<file path="src/rtl/multi_clk_div_pkg.sv">
// Shared definitions for the multi-channel clock divider: parameter defaults,
// the per-channel update mode and the divisor helper functions.
package multi_clk_div_pkg;

    localparam int DIV_W_DEFAULT   = 8;
    localparam int RST_DIV_DEFAULT = 2;

    // What a channel does on the coming edge
    typedef enum logic [1:0] {
        CH_OFF,      // disabled: parked at cnt 0, outputs low
        CH_RESTART,  // start a fresh period at cnt 0 (enable, sync, halted)
        CH_RUN       // free-running count
    } chanMode_e;

    // Divisor actually used: 0 halts, 1 is promoted to 2, anything else as-is
    function automatic logic [31:0] effDiv(input logic [31:0] divVal);
        return (divVal == 32'd1) ? 32'd2 : divVal;
    endfunction

    // Number of high cycles per period, ceil(effVal/2)
    function automatic logic [31:0] highCount(input logic [31:0] effVal);
        return (effVal + 32'd1) >> 1;
    endfunction

endpackage

</file>
<file path="src/rtl/multi_clk_div_if.sv">
// Control and status bundle for multi_clk_div. The master side drives enables,
// divisors and strobes; the slave side (the divider) returns the clocks.
interface multi_clk_div_if
    import multi_clk_div_pkg::*;
#(
    parameter int NCH   = 2,
    parameter int DIV_W = DIV_W_DEFAULT
);

    logic [NCH-1:0]       en;
    logic [NCH*DIV_W-1:0] div_val;
    logic [NCH-1:0]       div_load;
    logic                 sync_all;
    logic [NCH-1:0]       clk_out;
    logic [NCH-1:0]       tick;
    logic [NCH-1:0]       pending;

    modport master (
        output en, div_val, div_load, sync_all,
        input  clk_out, tick, pending
    );

    modport slave (
        input  en, div_val, div_load, sync_all,
        output clk_out, tick, pending
    );

endinterface

</file>
<file path="src/rtl/multi_clk_div_chan.sv">
// One divider channel: active divisor, shadow divisor and period counter.
// Outputs are computed from the next-state values and registered, so they
// always describe the counter value held in the same cycle.
module clk_div_chan
    import multi_clk_div_pkg::*;
#(
    parameter int DIV_W   = DIV_W_DEFAULT,
    parameter int RST_DIV = RST_DIV_DEFAULT
) (
    input  logic             clk_i,
    input  logic             rst_ni,
    input  logic             en_i,
    input  logic [DIV_W-1:0] div_val_i,
    input  logic             div_load_i,
    input  logic             sync_i,
    output logic             clk_out_o,
    output logic             tick_o,
    output logic             pending_o
);

    logic [DIV_W-1:0] divActive_q, divActive_d;
    logic [DIV_W-1:0] divShadow_q, divShadow_d;
    logic [DIV_W-1:0] cnt_q, cnt_d;
    logic             pending_q, pending_d;
    logic             started_q, started_d;
    logic             clkOut_q, clkOut_d;
    logic             tick_q, tick_d;

    chanMode_e        mode;
    logic [DIV_W-1:0] newVal;
    logic             hasNew;
    logic [31:0]      effCur;
    logic [31:0]      effNext;

    // Next-state: pick the mode, move the counter, swap in a shadow divisor
    // only where a period boundary (or no period at all) allows it
    always_comb begin
        divActive_d = divActive_q;
        divShadow_d = divShadow_q;
        pending_d   = pending_q;
        cnt_d       = '0;
        newVal      = div_load_i ? div_val_i : divShadow_q;
        hasNew      = div_load_i | pending_q;
        effCur      = effDiv(32'(divActive_q));

        if (div_load_i) begin
            divShadow_d = div_val_i;
            pending_d   = 1'b1;
        end

        // started_q is low after reset, while disabled and while halted, so
        // the first usable edge always opens a fresh period at cnt 0
        if (!en_i) begin
            mode = CH_OFF;
        end else if (sync_i || !started_q) begin
            mode = CH_RESTART;
        end else begin
            mode = CH_RUN;
        end

        case (mode)
            CH_OFF, CH_RESTART: begin
                cnt_d = '0;
                if (hasNew) begin
                    divActive_d = newVal;
                    pending_d   = 1'b0;
                end
            end
            default: begin
                if (32'(cnt_q) == effCur - 32'd1) begin
                    cnt_d = '0;
                    if (hasNew) begin
                        divActive_d = newVal;
                        pending_d   = 1'b0;
                    end
                end else begin
                    cnt_d = cnt_q + 1'b1;
                end
            end
        endcase

        effNext   = effDiv(32'(divActive_d));
        started_d = en_i && (effNext != 32'd0);
        clkOut_d  = started_d && (32'(cnt_d) < highCount(effNext));
        tick_d    = started_d && (32'(cnt_d) == effNext - 32'd1);
    end

    // State and output registers, cleared asynchronously to the reset divisor
    always_ff @(posedge clk_i or negedge rst_ni) begin
        if (!rst_ni) begin
            divActive_q <= DIV_W'(RST_DIV);
            divShadow_q <= DIV_W'(RST_DIV);
            cnt_q       <= '0;
            pending_q   <= 1'b0;
            started_q   <= 1'b0;
            clkOut_q    <= 1'b0;
            tick_q      <= 1'b0;
        end else begin
            divActive_q <= divActive_d;
            divShadow_q <= divShadow_d;
            cnt_q       <= cnt_d;
            pending_q   <= pending_d;
            started_q   <= started_d;
            clkOut_q    <= clkOut_d;
            tick_q      <= tick_d;
        end
    end

    assign clk_out_o = clkOut_q;
    assign tick_o    = tick_q;
    assign pending_o = pending_q;

endmodule

</file>
<file path="src/rtl/multi_clk_div.sv">
// Multi-channel programmable clock divider: NCH independent channels that
// share only the clock, reset and the sync_all phase-alignment strobe.
module multi_clk_div
    import multi_clk_div_pkg::*;
#(
    parameter int NCH     = 2,
    parameter int DIV_W   = DIV_W_DEFAULT,
    parameter int RST_DIV = RST_DIV_DEFAULT
) (
    input  logic           clk_100MHz,
    input  logic           rst_n,
    multi_clk_div_if.slave bus
);

    logic [NCH-1:0] clkOut;
    logic [NCH-1:0] tickOut;
    logic [NCH-1:0] pendingOut;

    for (genvar i = 0; i < NCH; i++) begin : g_chan
        clk_div_chan #(
            .DIV_W   (DIV_W),
            .RST_DIV (RST_DIV)
        ) u_chan (
            .clk_i      (clk_100MHz),
            .rst_ni     (rst_n),
            .en_i       (bus.en[i]),
            .div_val_i  (bus.div_val[i*DIV_W +: DIV_W]),
            .div_load_i (bus.div_load[i]),
            .sync_i     (bus.sync_all),
            .clk_out_o  (clkOut[i]),
            .tick_o     (tickOut[i]),
            .pending_o  (pendingOut[i])
        );
    end

    assign bus.clk_out = clkOut;
    assign bus.tick    = tickOut;
    assign bus.pending = pendingOut;

endmodule
</file>
<file path="src/flat_wrapper.sv">
// flat-port wrapper written by rule: the top's interface ports become plain ports
module multi_clk_div_flat import multi_clk_div_pkg::*;
#(
    parameter int NCH     = 2,
    parameter int DIV_W   = DIV_W_DEFAULT,
    parameter int RST_DIV = RST_DIV_DEFAULT
)
  (clk_100MHz, rst_n, bus_en, bus_div_val, bus_div_load, bus_sync_all, bus_clk_out, bus_tick, bus_pending);
  multi_clk_div_if #(.NCH(NCH), .DIV_W(DIV_W)) bus_i ();
  input  logic clk_100MHz;
  input  logic rst_n;
  input wire logic [$bits(bus_i.en)-1:0] bus_en;
  input wire logic [$bits(bus_i.div_val)-1:0] bus_div_val;
  input wire logic [$bits(bus_i.div_load)-1:0] bus_div_load;
  input wire logic [$bits(bus_i.sync_all)-1:0] bus_sync_all;
  output wire logic [$bits(bus_i.clk_out)-1:0] bus_clk_out;
  output wire logic [$bits(bus_i.tick)-1:0] bus_tick;
  output wire logic [$bits(bus_i.pending)-1:0] bus_pending;
  assign bus_i.en = bus_en;
  assign bus_i.div_val = bus_div_val;
  assign bus_i.div_load = bus_div_load;
  assign bus_i.sync_all = bus_sync_all;
  assign bus_clk_out = bus_i.clk_out;
  assign bus_tick = bus_i.tick;
  assign bus_pending = bus_i.pending;
  multi_clk_div #(.NCH(NCH), .DIV_W(DIV_W), .RST_DIV(RST_DIV)) u_core (.clk_100MHz(clk_100MHz), .rst_n(rst_n), .bus(bus_i));
endmodule
</file>
<file path="config.mk">
export PLATFORM = sky130hd
export DESIGN_NAME = multi_clk_div_flat
export DESIGN_NICKNAME = d
export VERILOG_FILES = /design/src/rtl/multi_clk_div_pkg.sv /design/src/rtl/multi_clk_div_if.sv /design/src/rtl/multi_clk_div_chan.sv /design/src/rtl/multi_clk_div.sv /design/src/flat_wrapper.sv
export SDC_FILE = /design/constraint.sdc
export NUM_CORES = 1
export LEC_CHECK = 0
export CAP_MARGIN = 10
export CORE_ASPECT_RATIO = 0.75
export CORE_MARGIN = 2
export CORE_UTILIZATION = 30
export DETAILED_ROUTE_END_ITERATION = 8
export SYNTH_ARGS = -nofsm -noshare
export SYNTH_HDL_FRONTEND = slang
export SYNTH_SLANG_ARGS = --single-unit
</file>
<file path="constraint.sdc">
create_clock -name clk_100MHz -period 6 [get_ports clk_100MHz]
set_input_delay 1.5 -clock clk_100MHz [delete_from_list [all_inputs] [get_ports clk_100MHz]]
set_output_delay 1.5 -clock clk_100MHz [all_outputs]
set_load 0.02 [all_outputs]
</file>
==> summary.md <==
| Metric | Value |
|---|---|
| Status | completed |
| Crit-path cells | clkdlybuf4s50_1 > nor2_1 > nor2_4 > mux2i_1 > inv_1 > ha_1 > nand2_1 > a21oi_1 > or2_2 > a21oi_1 > xnor2_1 > or4_1 > a211oi_2 |
| CTS root buf | clkbuf_16 |
| Die area | approximately 15000 sq um |
| Antenna cells | 0 |
| Post-CTS Resized | 0 |
| GRT Util Overall | 15.2% |
| Yosys Warn Count | 0 |
| Slowest CP cell | clkdlybuf4s50_1 |
| DRC Markers | 0 |
| Filler Cell Count | 1302 |
| Hold-fix buffers, CTS | 0 |
| Slowest cell delay on critical path | approximately 0.76 ns |
| Final setup violation count | 0 |
| Req. time, crit path | 6.20 ns |
| Busiest grt layer | met1 |
| Nets | around 510 |
| Core area | roughly 13000 sq um |
| Final Power | between 0.001 and 0.0015 W |
| Post-Route WL | about 10 mm |
| RSZ-0062 raised after global routing | no |
| Critical Path Most Common Cell | a21oi_1 |
| Average size of a mapped cell | 9.36 sq um |
| Hold Path Class | register to register |
| Met3 usage | under 10% |
| Maximum clock frequency | approximately 210 MHz |
| Inserted Clock Buffers | 5 |
| Total negative setup slack | 0 ns |
| Port Buffer Count | 28 |
| First-pass GRT wire length | ~18 mm |
| Post-Syn Instances | approximately 440 |
| Post-DR wirelength/cell | about 17 microns |
| HP Start | u_core.g_chan[0].u_chan.divShadow_q[7] |
| EDFF count, synth | 0 |
| Leakage | between 1.5 and 2 nW |
| Footprint of the multi-input gates | roughly 2500 sq um |
| Hold Violations, Final | 0 |
| Pins Over Slew Limit | 0 |
| Max Cap Viol | 0 |
| Initial antenna violation count | 0 |
| Unique masters post-synth | 63 |
| Crit path max fanout | 17 |
| Dpl ws | approximately 0.96 ns |
| Overflow after GRT | 0 |
| Clock Latency Late Sink | approximately 0.30 ns |
| Crit. Startpoint | bus_div_load[0] |
| Pwr dens | 235 nW/um^2 |
| Final Skew | 0.00807 ns |
| Layout cells sized above 1 | between 10% and 20% |
| Placed Cells | between 600 and 700 |
| Final WS setup | 1.24 ns |
| Clock Tree Buf Depth | 2 |
| Slew HR | 48.0% |
| Final period utilization | about four fifths |
| Syn_nets | approximately 480 |
| Setup crit start kind | primary input |
| Arrival @ worst endpoint | slightly below 5 ns |
| DR iter-0 viols | roughly 240 |
| Postcts setup bufs | 0 |
| Met2 Usage GRT | a little over a fifth |
| Area Growth Syn to Fin | 13.8% |
| TritonCTS clock tree | done |
| Seq. cell area | 1410 sq um |
| H-tree levels | 2 |
| Sequential-to-total area share from yosys stat | between 30% and 40% |
| Critical Path Sink Type | register |
| Largest net degree at the start of global routing | 57 |
| Fin cells | approximately 630 |
| Clock Pin Slew Worst Setup and Hold Paths | 0.07 ns |
| Yosys reg bits | 56 |
| Clk sinks | 56 |
| Chip height | 105 microns |
| DR vias | approximately 3200 |
| Antenna viol nets, final | 0 |
| Vias in the first global route | 3195 |
| Worst Max-Slew Pin Slew | ~0.77 ns |
| Crit Path Class | primary input to register |
| Post-detail-place hpwl | ~8 mm |
| Pre-Repair DR Iteration Count | 5 |
| Max IR drop VDD | just over 0.0001 V |
| Rows | 36 |
| Hold Slack | roughly 0.52 ns |
| Main synth FF type | dfrtp_1 |
| GPL Wtd Cong | just under 0.9 |
| DIE WIDTH | 139 microns |
| Reg-to-reg critical path startpoint | u_core.g_chan[0].u_chan.divActive_q[1] |
| Routed vias/inst | ~5.2 |
| Starting density of the core | 31.1% |
| Async S/R FF share, synth | 100% |
| Mapped cell area | just over 4000 sq um |
| Met1 usage in global routing | a little under a quarter |
| I/O pins | 29 |
| Min cycle time layout | 4.76 ns |
-- worst max-delay path, delay by kind of cell --
family | cells | cell delay (ns)
simple gates | 5 | 1.51
buf+inv | 2 | 0.91
mux | 1 | 0.35
fa+ha+maj | 1 | 0.22
compound gates | 3 | 0.40
xor+xnor | 1 | 0.08
-- flip-flops by register name, indices dropped and copies added (netlist names) --
name,cells
u_core.g_chan.u_chan.clk_out_o,2
u_core.g_chan.u_chan.divActive_q,16
u_core.g_chan.u_chan.divShadow_q,16
u_core.g_chan.u_chan.tick_o,2
u_core.g_chan.u_chan.pending_o,2
u_core.g_chan.u_chan.cnt_q,16
u_core.g_chan.u_chan.started_q,2
-- cell type report --
class / instances / area share, %
Clock buffer: 7 / 2.86
Multi-Input combinational cell: 332 / 53.2
Timing Repair Buffer: 33 / 6.75
Sequential cell: 56 / 30.3
Inverter: 28 / 2.27
Tap cell: 171 / 4.62
-- layout by cell type (no fill, tap or decap), drive strengths merged, types with 6 or more instances in the layout --
master	Yosys	final
nand2	21	21
nor4	9	9
or4	6	6
dfrtp	52	52
xor2	16	16
a21o	8	8
nand3	19	19
buf	10	6
mux2	15	15
clkbuf	9	7
nor2	43	43
inv	28	28
o21ai	12	12
nor3	9	9
mux2i	15	15
xnor2	40	40
a211oi	6	6
a21oi	23	23
clkdlybuf4s50	0	27
ha	26	26
-- logic make-up (layout without fill, tap and decap cells) --
kind of cell               Yosys count  after routing  share of synthesized area (%)
AOI/OAI and AO/OA                   80             80                           14.4
buffers and inverters               47             68                           4.95
DFF                                 56             56                           34.5
muxes                               30             30                           7.84
adders and majority gates           26             26                           7.99
and+or+nand+nor                    140            140                           18.2
xor gates and xnor gates            56             56                           12.0
-- where the power goes --
part	total, W	internal, W	leakage [nW]	switching, W
combinational	0.000350	0.000151	1.17	0.000198
clock	0.000284	0.000153	0.0640	0.000131
sequential	0.000458	0.000412	0.696	0.0000458
-- through the flow --
step                utilization [%]  cell area, sq um
floorplan                         -              4070
global placement               34.3              4500
detailed placement             34.3              4500
CTS                            35.4              4630
global route                   35.4              4630
finish                         35.4              4630
-- Yosys cell counts (4+ instances only) --
master    instances  area share, %
nand3_1          19            2.3
mux2_2           15            4.1
a21oi_1          23            2.8
or2_2             5           0.77
mux2i_1          15            3.7
nand2_1          21            1.9
ha_1             26            8.0
inv_1            28            2.6
nor2b_1           5           0.77
clkbuf_1          9           0.83
nor2_1           42            3.9
o21ai_0          11            1.4
nor4_1            8            1.2
a21o_1            8            1.5
and3_1            4           0.61
or4_1             4           0.74
dfrtp_1          52             32
buf_4             6            1.1
xor2_1           16            3.4
xnor2_1          40            8.6
a211oi_1          4           0.74
dfstp_2           4            2.6
nor3_1            9            1.1
-- per-layer routing --
metal | wire length [microns] | vias up
met1 | 5410 | 1566
li1 | - | 1574
met5 | 0 | -
met3 | 593 | 9
met2 | 4330 | 95
met4 | 116 | 0
-- worst paths after layout --
kind | to | slack [ns] | cells past startpoint
min in group asynchronous | u_core.g_chan[1].u_chan.divActive_q[6] | 1.33 | 2
setup / recovery | u_core.g_chan[0].u_chan.tick_o | 1.24 | 13
hold reg to reg | u_core.g_chan[0].u_chan.divShadow_q[7] | 0.52 | 1
hold / removal | u_core.g_chan[0].u_chan.divShadow_q[7] | 0.52 | 1
max in group asynchronous | u_core.g_chan[1].u_chan.tick_o | 4.14 | 2
setup reg to reg | u_core.g_chan[0].u_chan.tick_o | 1.30 | 18
No activity file was read; power rests on OpenSTA's default activity.
